`config.mk`:
```
export PLATFORM = sky130hd
export DESIGN_NAME = mmio_bus_bridge_flat
export DESIGN_NICKNAME = d
export VERILOG_FILES = /design/src/rtl/mmio_bus_bridge_pkg.sv /design/src/rtl/mmio_bus_bridge_if.sv /design/src/rtl/mmio_bus_bridge_sw_debounce.sv /design/src/rtl/mmio_bus_bridge.sv /design/src/flat_wrapper.sv
export SDC_FILE = /design/constraint.sdc
export NUM_CORES = 1
export LEC_CHECK = 0
export ABC_AREA = 0
export CAP_MARGIN = 20
export CORE_MARGIN = 2
export CORE_UTILIZATION = 45
export CTS_CLUSTER_DIAMETER = 200
export DETAILED_ROUTE_END_ITERATION = 12
export GPL_TIMING_DRIVEN = 1
export PLACE_DENSITY_LB_ADDON = 0.25
export RECOVER_POWER = 50
export SETUP_SLACK_MARGIN = 0.15
export SLEW_MARGIN = 20
export SYNTH_ARGS = -nofsm -noshare
export SYNTH_HDL_FRONTEND = slang
export SYNTH_SLANG_ARGS = --single-unit
```
`constraint.sdc`:
```
create_clock -name clk -period 2.2 [get_ports clk]
set_input_delay 0.44 -clock clk [delete_from_list [all_inputs] [get_ports clk]]
set_output_delay 0.44 -clock clk [all_outputs]
set_load 0.005 [all_outputs]
```
`src/rtl/mmio_bus_bridge_pkg.sv`:
```
// mmio_pkg: shared constants, register selector and helpers for the
// MEM-stage bus bridge.
//   IO_PAGE           upper 20 address bits selecting the I/O page
//   OFS_*             word-aligned register offsets within the page
//   reg_sel_e         decoded register selector
//   be_merge()        byte-strobed update of a 32-bit word
//   decode_ofs()      page offset -> register selector (adr[1:0] ignored)
package mmio_pkg;

  localparam logic [19:0] IO_PAGE   = 20'hFFFFF;

  localparam logic [11:0] OFS_LED   = 12'h060;
  localparam logic [11:0] OFS_SW    = 12'h070;
  localparam logic [11:0] OFS_TCNT  = 12'h020;
  localparam logic [11:0] OFS_TCTL  = 12'h024;
  localparam logic [11:0] OFS_TCMP  = 12'h028;
  localparam logic [11:0] OFS_TSTAT = 12'h02C;

  typedef enum logic [2:0] {
    REG_NONE,
    REG_LED,
    REG_SW,
    REG_TCNT,
    REG_TCTL,
    REG_TCMP,
    REG_TSTAT
  } reg_sel_e;

  function automatic logic [31:0] be_merge(input logic [31:0] old_val,
                                           input logic [31:0] new_val,
                                           input logic [3:0]  be);
    logic [31:0] res;
    for (int i = 0; i < 4; i++) begin
      res[8*i +: 8] = be[i] ? new_val[8*i +: 8] : old_val[8*i +: 8];
    end
    return res;
  endfunction

  function automatic reg_sel_e decode_ofs(input logic [11:0] ofs);
    reg_sel_e sel;
    case ({ofs[11:2], 2'b00})
      OFS_LED:   sel = REG_LED;
      OFS_SW:    sel = REG_SW;
      OFS_TCNT:  sel = REG_TCNT;
      OFS_TCTL:  sel = REG_TCTL;
      OFS_TCMP:  sel = REG_TCMP;
      OFS_TSTAT: sel = REG_TSTAT;
      default:   sel = REG_NONE;
    endcase
    return sel;
  endfunction

endpackage

```
`src/rtl/mmio_bus_bridge_if.sv`:
```
// MEM-stage data bus between the pipeline (master) and the bridge (slave).
//   adr   byte address
//   wdin  lane-aligned store data
//   we    store request
//   be    byte strobes, bit i = lane i
//   rd    combinational load data
interface mmio_bus_bridge_if;
  logic [31:0] adr;
  logic [31:0] wdin;
  logic        we;
  logic [3:0]  be;
  logic [31:0] rd;

  modport master (output adr, output wdin, output we, output be, input rd);
  modport slave  (input adr, input wdin, input we, input be, output rd);
endinterface

```
`src/rtl/mmio_bus_bridge_sw_debounce.sv`:
```
// sw_debounce: two-flop synchroniser followed by a whole-vector debouncer.
// A new vector is accepted once it has been seen unchanged at s2 for
// DEB_CYC consecutive cycles.
//   clk, rst_n  clock, synchronous active-low reset
//   sw_in       raw asynchronous switch vector
//   sw_out      debounced vector
module sw_debounce #(
  parameter int          W       = 24,
  parameter logic [15:0] DEB_CYC = 16'd50000
) (
  input  logic         clk,
  input  logic         rst_n,
  input  logic [W-1:0] sw_in,
  output logic [W-1:0] sw_out
);

  logic [W-1:0] s1;
  logic [W-1:0] s2;
  logic [W-1:0] stable;
  logic [15:0]  cnt;

  always_ff @(posedge clk) begin
    if (!rst_n) begin
      s1     <= '0;
      s2     <= '0;
      stable <= '0;
      cnt    <= '0;
    end else begin
      s1 <= sw_in;
      s2 <= s1;
      if (s2 == stable) begin
        cnt <= '0;
      end else if (s1 != s2) begin
        // s2 takes a different value at this edge: restart the count
        cnt <= '0;
      end else if (cnt == DEB_CYC - 16'd1) begin
        stable <= s2;
        cnt    <= '0;
      end else begin
        cnt <= cnt + 16'd1;
      end
    end
  end

  assign sw_out = stable;

endmodule

```
`src/rtl/mmio_bus_bridge.sv`:
```
// mmio_bus_bridge: splits MEM-stage accesses between the data RAM and the
// I/O page at 0xFFFFF000 (LED register, debounced switches, 32-bit timer
// with sticky compare flag). Loads are combinational so the MEM stage
// never stalls.
//   clk, rst_n   clock, synchronous active-low reset
//   bus          MEM-stage bus (slave side)
//   ram_a/d/we/be/spo  data RAM port (async read)
//   device_sw    raw switches
//   device_led   registered LED state
module mmio_bus_bridge
  import mmio_pkg::*;
#(
  parameter int          LED_W   = 24,
  parameter int          SW_W    = 24,
  parameter logic [15:0] DEB_CYC = 16'd50000,
  parameter int          RAM_AW  = 14
) (
  input  logic              clk,
  input  logic              rst_n,
  mmio_bus_bridge_if.slave  bus,
  output logic [RAM_AW-1:0] ram_a,
  output logic [31:0]       ram_d,
  output logic              ram_we,
  output logic [3:0]        ram_be,
  input  logic [31:0]       ram_spo,
  input  logic [SW_W-1:0]   device_sw,
  output logic [LED_W-1:0]  device_led
);

  logic            io_hit;
  reg_sel_e        sel;
  logic            io_wr;
  logic [31:0]     io_rd;
  logic [31:0]     led_ext;
  logic [31:0]     led_merged;
  logic [31:0]     sw_ext;
  logic [SW_W-1:0] sw_db;
  logic [31:0]     tcnt;
  logic            tctl_en;
  logic [31:0]     tcmp;
  logic            match;
  logic            unused_bits;

  assign io_hit = (bus.adr[31:12] == IO_PAGE);
  assign sel    = decode_ofs(bus.adr[11:0]);
  assign io_wr  = bus.we & io_hit;

  assign ram_a  = bus.adr[RAM_AW+1:2];
  assign ram_d  = bus.wdin;
  assign ram_be = bus.be;
  assign ram_we = bus.we & ~io_hit;

  sw_debounce #(
    .W       (SW_W),
    .DEB_CYC (DEB_CYC)
  ) u_sw_debounce (
    .clk    (clk),
    .rst_n  (rst_n),
    .sw_in  (device_sw),
    .sw_out (sw_db)
  );

  always_comb begin
    led_ext              = '0;
    led_ext[LED_W-1:0]   = device_led;
    sw_ext               = '0;
    sw_ext[SW_W-1:0]     = sw_db;
  end

  // Lanes above LED_W fall away when the merged word is truncated.
  assign led_merged  = be_merge(led_ext, bus.wdin, bus.be);
  assign unused_bits = ^{bus.adr[1:0], led_merged};

  always_ff @(posedge clk) begin
    if (!rst_n) begin
      device_led <= '0;
      tcnt       <= '0;
      tctl_en    <= 1'b0;
      tcmp       <= '1;
      match      <= 1'b0;
    end else begin
      if (io_wr && sel == REG_LED) begin
        device_led <= led_merged[LED_W-1:0];
      end

      // A software write replaces the increment for that cycle.
      if (io_wr && sel == REG_TCNT) begin
        tcnt <= be_merge(tcnt, bus.wdin, bus.be);
      end else if (tctl_en) begin
        tcnt <= tcnt + 32'd1;
      end

      if (io_wr && sel == REG_TCTL && bus.be[0]) begin
        tctl_en <= bus.wdin[0];
      end

      if (io_wr && sel == REG_TCMP) begin
        tcmp <= be_merge(tcmp, bus.wdin, bus.be);
      end

      // New match beats a simultaneous write-1-to-clear.
      if (tctl_en && tcnt == tcmp) begin
        match <= 1'b1;
      end else if (io_wr && sel == REG_TSTAT && bus.be[0] && bus.wdin[0]) begin
        match <= 1'b0;
      end
    end
  end

  always_comb begin
    io_rd = '0;
    case (sel)
      REG_LED:   io_rd = led_ext;
      REG_SW:    io_rd = sw_ext;
      REG_TCNT:  io_rd = tcnt;
      REG_TCTL:  io_rd = {31'd0, tctl_en};
      REG_TCMP:  io_rd = tcmp;
      REG_TSTAT: io_rd = {31'd0, match};
      default:   io_rd = '0;
    endcase
  end

  assign bus.rd = io_hit ? io_rd : ram_spo;

endmodule

```
`src/flat_wrapper.sv`:
```
// flat-port wrapper written by rule: the top's interface ports become plain ports
module mmio_bus_bridge_flat import mmio_pkg::*;
#(
  parameter int          LED_W   = 24,
  parameter int          SW_W    = 24,
  parameter logic [15:0] DEB_CYC = 16'd50000,
  parameter int          RAM_AW  = 14
)
  (clk, rst_n, ram_a, ram_d, ram_we, ram_be, ram_spo, device_sw, device_led, bus_adr, bus_wdin, bus_we, bus_be, bus_rd);
  mmio_bus_bridge_if bus_i ();
  input  logic clk;
  input  logic rst_n;
  output logic [RAM_AW-1:0] ram_a;
  output logic [31:0] ram_d;
  output logic ram_we;
  output logic [3:0] ram_be;
  input  logic [31:0] ram_spo;
  input  logic [SW_W-1:0] device_sw;
  output logic [LED_W-1:0] device_led;
  input wire logic [$bits(bus_i.adr)-1:0] bus_adr;
  input wire logic [$bits(bus_i.wdin)-1:0] bus_wdin;
  input wire logic [$bits(bus_i.we)-1:0] bus_we;
  input wire logic [$bits(bus_i.be)-1:0] bus_be;
  output wire logic [$bits(bus_i.rd)-1:0] bus_rd;
  assign bus_i.adr = bus_adr;
  assign bus_i.wdin = bus_wdin;
  assign bus_i.we = bus_we;
  assign bus_i.be = bus_be;
  assign bus_rd = bus_i.rd;
  mmio_bus_bridge #(.LED_W(LED_W), .SW_W(SW_W), .DEB_CYC(DEB_CYC), .RAM_AW(RAM_AW)) u_core (.clk(clk), .rst_n(rst_n), .bus(bus_i), .ram_a(ram_a), .ram_d(ram_d), .ram_we(ram_we), .ram_be(ram_be), .ram_spo(ram_spo), .device_sw(device_sw), .device_led(device_led));
endmodule
```
==> impl_metrics.csv <==
group,metric,value,unit
run_status,status,"complete, but fails checks",
run_status,violations,"negative setup slack",
drt,drtPass1Iterations,8,
flow_run,cap_violations,0,
drt,drt_iter0_markers,1013,
timing,hold_violations,0,
final_layout,layout-drive-gt1-share,0.3229,
timing,rsz0062_at_grt,"yes",
floorplanning,row_count,52,
critical_path,cp.arrival,2390,ps
critical_path,cp_slowest_stage_delay,330,ps
synthesis,synth-main-ff-cell,"dfxtp_1",
grt,grt_max_degree,136,
critical_path,reg2reg_from,"u_core.u_sw_debounce.sw_out[0]",
place,postPlaceCellArea,0.01205,sq mm
timing,finalMaxSlewViolations,0,
final_layout,syn_to_final_growth,60.53,%
synthesis,synth-seq-cells,178,
drt,wl_per_cell,21.53,um
critical_path,slowest_stage,"nor4_2",
synthesis,synthCells,1060,
floorplanning,dieWidth,147.1,um
place,gp_congestion,0.8721,
drt,routed_wl,36180,um
synthesis,yosysSeqAreaShare,0.3869,
worst_hold_path,min_path_type,"reg2reg",
synthesis,synthArstFlopShare,0,
drt,num_vias,9818,
clock_tree,cts_tree,"built",
place,io_buffers,231,
power,ir_drop,0.5698,mV
critical_path,rrSetupSlack,-190,ps
critical_path,r2r_cells,9,
grt,grt_pass1_vias,9281,
drt,drc,0,
clock_tree,cts_buffers,17,
timing,relSlewSlack,0.01036,
grt,grtUsageTotal,0.3039,
critical_path,cp-endpoint,"bus_rd[10]",
synthesis,yosys_warnings,0,
synthesis,synth.net_count,1189,
place,pre_cts_slack,-1049,ps
final_layout,final_cell_area,0.01479,sq mm
critical_path,path_max_fanout,4,
timing,timing.hold.ws,475.0,ps
clock_tree,htreeDepth,4,
timing,finalWorstSetupSlack,-628.5,ps
power,leakage,5.762,nW
timing,setup_viol,117,
critical_path,crit_path_end_kind,"output port",
grt,grt_pass1_wl,51290,um
floorplanning,boundaryPins,234,
clock_tree,cts.path.max_buffers,2,
critical_path,cp_common_cell,"buf_6",
floorplanning,start_util,0.4567,
timing,worstMarginPinSlew,1484,ps
clock_tree,clk_pin_slew,70,ps
final_layout,final_nets,1525,
critical_path,worstReg2RegEnd,"u_core.u_sw_debounce.sw_out[0]",
grt,grt_antenna_before_repair,1,
clock_tree,cts.sinks,178,
critical_path,start_kind,"input port",
synthesis,synth_area,0.009211,sq mm
timing,min_period_over_period,1.286,
clock_tree,insertion_delay,440,ps
synthesis,syn_area_per_cell,8.690,sq um
timing,fmax,353.5,MHz
final_layout,mostFrequentLayoutCell,"dfxtp_1",
floorplanning,die_height,147.1,um
drt,detail-route-antenna-nets,0,
timing,clock_skew,12.33,ps
floorplanning,fp.dieArea,0.02163,sq mm
synthesis,synth_edf_count,0,
critical_path,crit_start,"bus_adr[29]",
final_layout,layout_common_cells,"dfxtp_1, clkdlybuf4s50_1, buf_4, nand2_1, buf_6",
synthesis,synth_cell_types,61,
place,hpwl,20880,um
timing,layout_min_cycle_time,2829,ps
critical_path,required,1760,ps
drt,viasPerCell,5.844,
critical_path,critPathKind,"in2out",
power,powerDensity,477.5,mW/mm^2
final_layout,final_util,0.7331,
floorplanning,core-area,0.02017,sq mm
grt,grt_overflow,0,
critical_path,path_cells,"buf_2, nand4_4, nor4_2, buf_4, o2111ai_4, buf_6, buf_6, buf_16, buf_8, buf_6, a21oi_4, a21o_1, buf_2",
clock_tree,cts_root_buf,"clkbuf_16",
==> per-stage QoR <==
step | total power [W] | instances | TNS [ps]
floorplan | 0.003626 | 1060 | 0
global placement | 0.004073 | 1542 | -74030
detailed placement | 0.004082 | 1542 | -75340
CTS | 0.007044 | 1653 | -30100
global route | 0.007261 | 1680 | -47300
finish | 0.007061 | 1680 | -38520
==> worst max-delay path: cells and delay by family <==
kind            cells  cell delay (ps)
simple gates        2              480
compound gates      3              400
buf+inv             8             1070
==> flip-flops by register name, summed over array words and instances, names as in the netlist <==
| register | cells |
|---|---|
| u_core.u_sw_debounce.sw_out | 24 |
| u_core.tcmp | 32 |
| u_core.u_sw_debounce.cnt | 16 |
| u_core.match | 1 |
| u_core.device_led | 24 |
| u_core.tcnt | 32 |
| u_core.u_sw_debounce.s2 | 24 |
| u_core.u_sw_debounce.s1 | 24 |
| u_core.tctl_en | 1 |
==> routing by layer <==
| layer | vias up | share of wire | GRT usage | routed length (um) |
|---|---|---|---|---|
| met5 | - | 0 | 0 | 0 |
| met4 | 0 | 0.058 | 0.1413 | 2095 |
| met3 | 127 | 0.10 | 0.07360 | 3651 |
| met2 | 624 | 0.47 | 0.5192 | 17150 |
| met1 | 4642 | 0.37 | 0.3608 | 13280 |
| li1 | 4425 | - | - | - |
==> what timing repair did <==
action | CTS | global route
pin swaps | 68 | 48
setup endpoints to repair | 117 | 163
resized for setup | 408 | 123
hold buffers | 0 | 0
cloned | 14 | 2
setup buffers | 65 | 24
==> synth_stat cells, types with 3 or more instances <==
cell / number / area share
dfxtp_1: 178 / 0.39
nand2_1: 104 / 0.042
nor2_1: 59 / 0.024
xnor2_1: 59 / 0.056
mux2i_1: 57 / 0.062
a22oi_1: 56 / 0.046
and2_1: 54 / 0.037
buf_4: 53 / 0.043
nand3_1: 52 / 0.028
clkbuf_1: 47 / 0.019
a21oi_1: 41 / 0.022
o21ai_0: 37 / 0.020
xor2_1: 35 / 0.033
nand4_1: 34 / 0.023
a21o_1: 23 / 0.019
a31oi_1: 21 / 0.014
nor4_1: 19 / 0.013
o211ai_1: 14 / 0.011
and3_1: 12 / 0.0081
buf_2: 10 / 0.0054
nor3_1: 10 / 0.0054
inv_1: 7 / 0.0029
nor4b_1: 7 / 0.0067
or4_1: 6 / 0.0049
a211oi_1: 5 / 0.0041
buf_1: 4 / 0.0016
buf_6: 4 / 0.0049
or3_1: 4 / 0.0027
a2bb2oi_1: 3 / 0.0029
and4_1: 3 / 0.0029
nor4_2: 3 / 0.0041
==> cells by family (layout without fill, tap and decap cells) <==
family / Yosys count / in the layout / synth area share
other: 0 / 1 / 0
and+or+nand+nor: 382 / 382 / 0.2167
xor gates and xnor gates: 94 / 94 / 0.08938
AOI/OAI and AO/OA: 218 / 218 / 0.1619
muxes: 59 / 59 / 0.06438
DFF: 178 / 178 / 0.3869
adders and majority gates: 2 / 2 / 0.002716
buffers and inverters: 127 / 476 / 0.07810
==> layout make-up <==
| type | count | area [sq um] |
|---|---|---|
| Timing Repair Buffer | 436 | 4437 |
| Clock buffer | 17 | 425.4 |
| Clock inverter | 15 | 153.9 |
| Inverter | 8 | 30.03 |
| Tap cell | 270 | 337.8 |
| Fill cell | 1366 | 5383 |
| Antenna cell | 1 | 2.502 |
| Multi-Input combinational cell | 755 | 5821 |
| Sequential cell | 178 | 3580 |
==> power breakdown <==
group | internal [W] | switching [W]
clock network | 0.00152 | 0.00147
logic | 0.000453 | 0.000321
registers | 0.00326 | 0.0000376
total | 0.00524 | 0.00182
==> worst min-delay path by stage <==
stage | cells past startpoint | to | start
final | 1 | u_core.u_sw_debounce.s2[1] | u_core.u_sw_debounce.s1[1]
after CTS | 1 | u_core.u_sw_debounce.cnt[0] | u_core.u_sw_debounce.cnt[0]
after detailed placement | 1 | u_core.u_sw_debounce.cnt[0] | u_core.u_sw_debounce.cnt[0]
after global placement | 1 | u_core.u_sw_debounce.cnt[0] | u_core.u_sw_debounce.cnt[0]
after global routing | 1 | u_core.u_sw_debounce.s2[8] | u_core.u_sw_debounce.s1[8]
after floorplan | 1 | u_core.u_sw_debounce.cnt[0] | u_core.u_sw_debounce.cnt[0]
No activity file was read; power rests on OpenSTA's default activity.
